File: config.mk
export PLATFORM = sky130hd
export DESIGN_NAME = disp_feeder
export DESIGN_NICKNAME = d
export VERILOG_FILES = /design/src/rtl/disp_feeder.sv
export SDC_FILE = /design/constraint.sdc
export NUM_CORES = 1
export LEC_CHECK = 0
export CORE_UTILIZATION = 41
export CTS_BUF_LIST = sky130_fd_sc_hd__clkbuf_4
export DETAILED_ROUTE_END_ITERATION = 7
export GPL_ROUTABILITY_DRIVEN = 0
export PLACE_DENSITY = 0.83
export SLEW_MARGIN = 20
export SYNTH_ARGS = -nofsm -noshare
export SYNTH_HDL_FRONTEND = slang
export SYNTH_SLANG_ARGS = --single-unit
File: constraint.sdc
create_clock -name clk -period 1.8 [get_ports clk]
set_input_delay 0.36 -clock clk [delete_from_list [all_inputs] [get_ports clk]]
set_output_delay 0.36 -clock clk [all_outputs]
set_load 0.01 [all_outputs]
File: src/rtl/disp_feeder.sv
`timescale 1ns/1ps
// disp_feeder: debounced button front end for the 7-seg debug display.
// Picks a CPU debug word (PC/INSTR/ALU/REG), the shown half and a scan clock.
// Ports:
//   clk, rst            clock, synchronous active-high reset
//   btn_next, btn_half  raw push-buttons (async)
//   pc, instr, alu_out  debug sources
//   reg_rdata           regfile debug read data (comb from reg_raddr)
//   reg_raddr           regfile debug read address
//   mode                source: 0 PC, 1 INSTR, 2 ALU, 3 REG
//   data                selected word, registered
//   hi_lo               1 shows data[31:16], 0 shows data[15:0]
//   scan_clk            divided digit-scan clock
module disp_feeder #(
  parameter int DIV_BITS  = 16,
  parameter int DB_CYCLES = 20000,
  parameter int AUTO_HL   = 0
) (
  input  logic        clk,
  input  logic        rst,
  input  logic        btn_next,
  input  logic        btn_half,
  input  logic [31:0] pc,
  input  logic [31:0] instr,
  input  logic [31:0] alu_out,
  input  logic [31:0] reg_rdata,
  output logic [4:0]  reg_raddr,
  output logic [1:0]  mode,
  output logic [31:0] data,
  output logic        hi_lo,
  output logic        scan_clk
);

  localparam int CW = $clog2(DB_CYCLES);

  typedef enum logic [1:0] {
    S_PC    = 2'd0,
    S_INSTR = 2'd1,
    S_ALU   = 2'd2,
    S_REG   = 2'd3
  } state_t;

  // index 0: next button, index 1: half button
  logic [1:0]    raw;
  logic [1:0]    s1;
  logic [1:0]    s2;
  logic [1:0]    st;
  logic [1:0]    pulse;
  logic [CW-1:0] cnt [2];

  assign raw = {btn_half, btn_next};

  always_ff @(posedge clk) begin
    if (rst) begin
      s1     <= '0;
      s2     <= '0;
      st     <= '0;
      pulse  <= '0;
      cnt[0] <= '0;
      cnt[1] <= '0;
    end else begin
      s1 <= raw;
      s2 <= s1;
      for (int i = 0; i < 2; i++) begin
        pulse[i] <= 1'b0;
        if (s2[i] == st[i]) begin
          cnt[i] <= '0;
        end else if (cnt[i] == CW'(DB_CYCLES - 1)) begin
          st[i]    <= s2[i];
          cnt[i]   <= '0;
          // pulse only on an accepted rising level
          pulse[i] <= s2[i];
        end else begin
          cnt[i] <= cnt[i] + 1'b1;
        end
      end
    end
  end

  state_t     state;
  state_t     nxt;
  logic [4:0] raddr;
  logic [4:0] nxt_raddr;

  always_ff @(posedge clk) begin
    if (rst) begin
      state <= S_PC;
      raddr <= '0;
    end else begin
      state <= nxt;
      raddr <= nxt_raddr;
    end
  end

  always_comb begin
    nxt       = state;
    nxt_raddr = raddr;
    if (pulse[0]) begin
      unique case (state)
        S_PC:    nxt = S_INSTR;
        S_INSTR: nxt = S_ALU;
        S_ALU:   nxt = S_REG;
        S_REG: begin
          if (raddr == 5'd31) begin
            nxt       = S_PC;
            nxt_raddr = '0;
          end else begin
            nxt_raddr = raddr + 5'd1;
          end
        end
        default: nxt = S_PC;
      endcase
    end
  end

  always_comb begin
    mode      = state;
    reg_raddr = raddr;
  end

  logic [31:0] sel;

  always_comb begin
    sel = pc;
    unique case (state)
      S_PC:    sel = pc;
      S_INSTR: sel = instr;
      S_ALU:   sel = alu_out;
      S_REG:   sel = reg_rdata;
      default: sel = pc;
    endcase
  end

  always_ff @(posedge clk) begin
    if (rst) data <= '0;
    else     data <= sel;
  end

  logic wrap;

  generate
    if (AUTO_HL > 0) begin : g_auto
      localparam int AW = (AUTO_HL > 1) ? $clog2(AUTO_HL) : 1;
      logic [AW-1:0] acnt;

      assign wrap = (acnt == AW'(AUTO_HL - 1));

      // a manual toggle restarts the auto period
      always_ff @(posedge clk) begin
        if (rst)                 acnt <= '0;
        else if (pulse[1] || wrap) acnt <= '0;
        else                     acnt <= acnt + 1'b1;
      end
    end else begin : g_noauto
      assign wrap = 1'b0;
    end
  endgenerate

  // press and auto wrap together still give one toggle
  always_ff @(posedge clk) begin
    if (rst)                   hi_lo <= 1'b0;
    else if (pulse[1] || wrap) hi_lo <= ~hi_lo;
  end

  logic [DIV_BITS-1:0] div;

  always_ff @(posedge clk) begin
    if (rst) begin
      div      <= '0;
      scan_clk <= 1'b0;
    end else begin
      div      <= div + 1'b1;
      scan_clk <= div[DIV_BITS-1];
    end
  end

endmodule

**Word level (Yosys, flattened, before mapping)**

Memory sizes are Yosys's and may differ from the RTL's.
Cells that the tools add are included.

- $add $sub $neg: 4
- Equal/unequal tests: 9
- Multiplexer cells: 34
- Bitwise operators: 11
- Reduce and logical (&&, ||, !) cells: 7

Operators by type and width:

| kind | count |
|---|---|
| $pmux 32 s4 | 1 |
| $mux 15 | 6 |
| $add 15x1->15 const B | 2 |
| $eq 15x15->1 const B | 2 |
| $mux 1 | 24 |
| $add 16x1->16 const B | 1 |
| $pmux 2 s4 | 1 |
| $reduce_and 2->1 | 4 |
| $or 1x1->1 | 6 |
| $reduce_or 3->1 | 2 |
| $add 5x1->5 const B | 1 |
| $eq 5x5->1 const B | 1 |
| $mux 5 | 1 |
| $not 1->1 | 5 |
| $eq 2x2->1 const B | 2 |
| $eq 1x1->1 | 2 |
| $eq 2x1->1 const B | 1 |
| $logic_not 2->1 | 1 |
| $mux 2 | 1 |
| $ne 2x2->1 const B | 1 |

- Register bits after elaboration: 65
- RAM bits: 30
- Output and inout port bits: 41
- Word-level logic and storage cells: 78
- Memories: 1

Memory list:

| memory | words | width | read ports | clocked after Yosys merged registers in | wr ports | line | source |
|---|---|---|---|---|---|---|---|
| cnt | 2 | 15 | 2 | 0 | 2 | 49 | `logic [CW-1:0] cnt [2];` |

**Depth between registers and ports, before layout**

An unclocked memory read counts as a cell.

- Depth after elaboration: 8
- Gate-level depth with buffers: 8

**Worst setup path after synthesis**

No wires, ideal clock.

- Kind: register -> register
- From: mem cnt[0][12] (netlist name)
- To: mem cnt[0][9] (netlist name), data pin
- Setup time: 0.254 ns
- Arrival: 1.664 ns
- Required time: 1.546 ns
- Setup slack: -0.119 ns
- Cell stages (with the launch flop): 7
- Clock period less this slack: 1.919 ns
- Path through: edfxtp_1 -> or4b_1 -> nor4_2 -> or3_1 -> buf_6 -> buf_8 -> nor2_1

RTL lines:

| what | line |
|---|---|
| start, declared | 49 |

==> metrics.csv <==
metric;value;unit
start_util;0.4250;
powerDensity;595.2;mW/mm^2
postSynthAreaPerCell;9.317;sq um
power.share.clock;0.283;
drive_above_1_share;0.1030;
drv_slew;0;
vias;4324;
h-tree-depth;3;
cp-end-kind;register;
cp_top_family;simple AND/OR/NAND/NOR gates;
syn2layout_area_growth;54.20;%
clkTransAtPathRegs;140;ps
grt_usage;0.2258;
die_area;0.01117;sq mm
root_buffer;clkbuf_4;
comb_power_share;0.141;
min_period_over_period;0.9855;
fin_nets;825;
ir_worst_vdd;425.2;uV
place_hpwl;9503;microns
holdWs;272.1;ps
die_h;105.7;microns
pwr-share-seq;0.576;
min_path_type;in -> reg;
grt_pass1_vias;4312;
grt_max_degree;66;
numCtsBuffers;9;
p_leak;2.478;nW
crit_slowest_cell;edfxtp_1;
synth_warnings;0;
clock_skew;19.34;ps
cp_cell_sequence;ha_2 -> nand4_1 -> nor4_4 -> or3_4 -> clkbuf_16 -> nor2_1;
switching_share;0.2324;
setup_viol;0;
cp_data_required_time;2010;ps
dpl_worst_slack;35.37;ps
ys_ff_latch;95;
antennaDiodeCount;0;
internal-power;3.104;mW
fp.dieW;105.7;microns
synth_cell_type_count;34;
fin_ws;26.02;ps
critPathBufInv;1;
yosysTopAreaCellShare;0.2953;
worstSetupPathType;reg -> reg;
firstDrtPassIters;6;
synth_area_leaders;dfxtp_1 30%, edfxtp_1 20%, nor2_1 9.9%;
netlist_instances;473;
ioPinCount;173;
overflow;0;
final_cells;825;
drt_iter0_drc;318;
critical_path_arrival;1980;ps
max_stage_delay;440;ps
yosysTopAreaCell;dfxtp_1;
min_period;1774;ps
viasPerCell;5.241;
synth_top_flop_cell;dfxtp_1;
synth_area;0.004407;sq mm
clock_sinks;95;
p_sw;940.1;uW
max_freq;563.7;MHz
num_rows;37;
antenna_found_initial;0;
cts_max_path_buffers;2;
synth-edff-count;30;
core_area;0.01037;sq mm
total_power;4.045;mW
grt_pass1_wl;19880;microns
postRouteAntennaNets;0;
synth.most_common_cell;nor2_1;
route.detailed.drc;0;
utilization;0.6553;
io_buffers;172;
routedWlPerCell;15.43;microns
ys_seq_area_frac;0.4997;
hold_viol;0;
cp_max_fo;7;
status;finished, final reports clean;
rsz0062_at_grt;true;
dp_cells;807;
critPathLaunchType;register;
routed_wl;12730;microns
ys_top_cells_by_count;116 x nor2_1, 65 x dfxtp_1, 39 x a21oi_1;
maxCapViolations;0;
synth_async_sr_flop_share;0;
cts_tree;built;
clk_latency;440;ps
## worst reg2reg max path, cell delays in order, from the launching register on
cell and delay (ps):
edfxtp_1 440, ha_2 200, nand4_1 180, nor4_4 330, or3_4 200, clkbuf_16 150, nor2_1 40
## flip-flops by register name (all words and copies together) (netlist names)
register   count
cnt           30
data          32
div           16
hi_lo          1
mode           2
pulse          2
reg_raddr      5
s1             2
s2             2
scan_clk       1
st             2
## layer usage
metal,track usage,share of wire,up-vias
met2,0.3898,0.51,163
met1,0.2536,0.39,2014
met3,0.05504,0.061,37
met4,0.1280,0.043,0
li1,-,-,2110
met5,0,0,-
## through the flow
stage                     instance area [sq um]  setup TNS, ps
after global routing                       6795          -1213
after CTS                                  6675              0
after global placement                     6541              0
after floorplan                            4517         -431.8
final                                      6795              0
after detailed placement                   6541              0
## timing repair
item / CTS / global route
gates cloned: 0 / 1
endpoints found under the setup margin: 7 / 34
hold buffers: 0 / 0
pin swaps: 1 / 5
resized for setup: 6 / 23
setup buffers: 0 / 1
## final timing paths
| kind | slack (ps) | depth (start not counted) | endpoint | startpoint |
|---|---|---|---|---|
| max | 30 | 6 | cnt[0][0]$_SDFFCE_PN0P_ | cnt[0][0]$_SDFFCE_PN0P_ |
| min | 270 | 2 | data[19]$_SDFF_PP0_ | rst |
| min reg2reg | 460 | 1 | s2[0]$_SDFF_PP0_ | s1[0]$_SDFF_PP0_ |
| max reg2reg | 30 | 6 | cnt[0][0]$_SDFFCE_PN0P_ | cnt[0][0]$_SDFFCE_PN0P_ |
## layout make-up
cell class / instances / area (sq um)
Clock buffer: 10 / 75.07
Clock inverter: 6 / 61.31
Fill cell: 817 / 3575
Inverter: 8 / 30.03
Multi-Input combinational cell: 368 / 2230
Sequential cell: 95 / 2207
Tap cell: 136 / 170.2
Timing Repair Buffer: 202 / 2022
## cells by family after synthesis
logic type,share of synthesized area
multiplexers,0.009370
adder cells (fa/ha/maj),0.02555
XOR/XNOR,0.07950
buffers and inverters,0.03804
AND/OR/NAND/NOR,0.2212
other,0.0008510
AO/OA/AOI/OAI,0.1258
flip-flops,0.4997
## power by group through the flow
stage                     clock network, mW  logic [mW]  registers [mW]
after floorplan                           0       0.121            2.39
after global placement                    0       0.543            2.37
after detailed placement                  0       0.553            2.38
after CTS                              1.18       0.557            2.33
after global routing                   1.28       0.611            2.34
final                                  1.14       0.571            2.33
## placed cells by master, fill, tap and decap left out, types with 3 or more instances in the layout
cell	instances
o21ai_0	5
dfxtp_1	61
clkinvlp_4	3
edfxtp_1	30
and3_1	6
xor2_1	17
nor3_1	10
a21oi_1	38
nand4_1	15
mux2i_1	3
nor2_1	108
conb_1	30
clkbuf_4	10
nor4_1	6
a222oi_1	32
clkdlybuf4s50_1	165
dlygate4sd2_1	4
dfxtp_2	4
ha_1	5
or3_1	3
buf_4	24
nor2_2	7
nand3_1	15
and4_1	5
buf_12	5
inv_1	8
nand2_1	14
xnor2_1	23
ha_2	4
nor2b_1	6
Power figures use the tool's default switching activity.
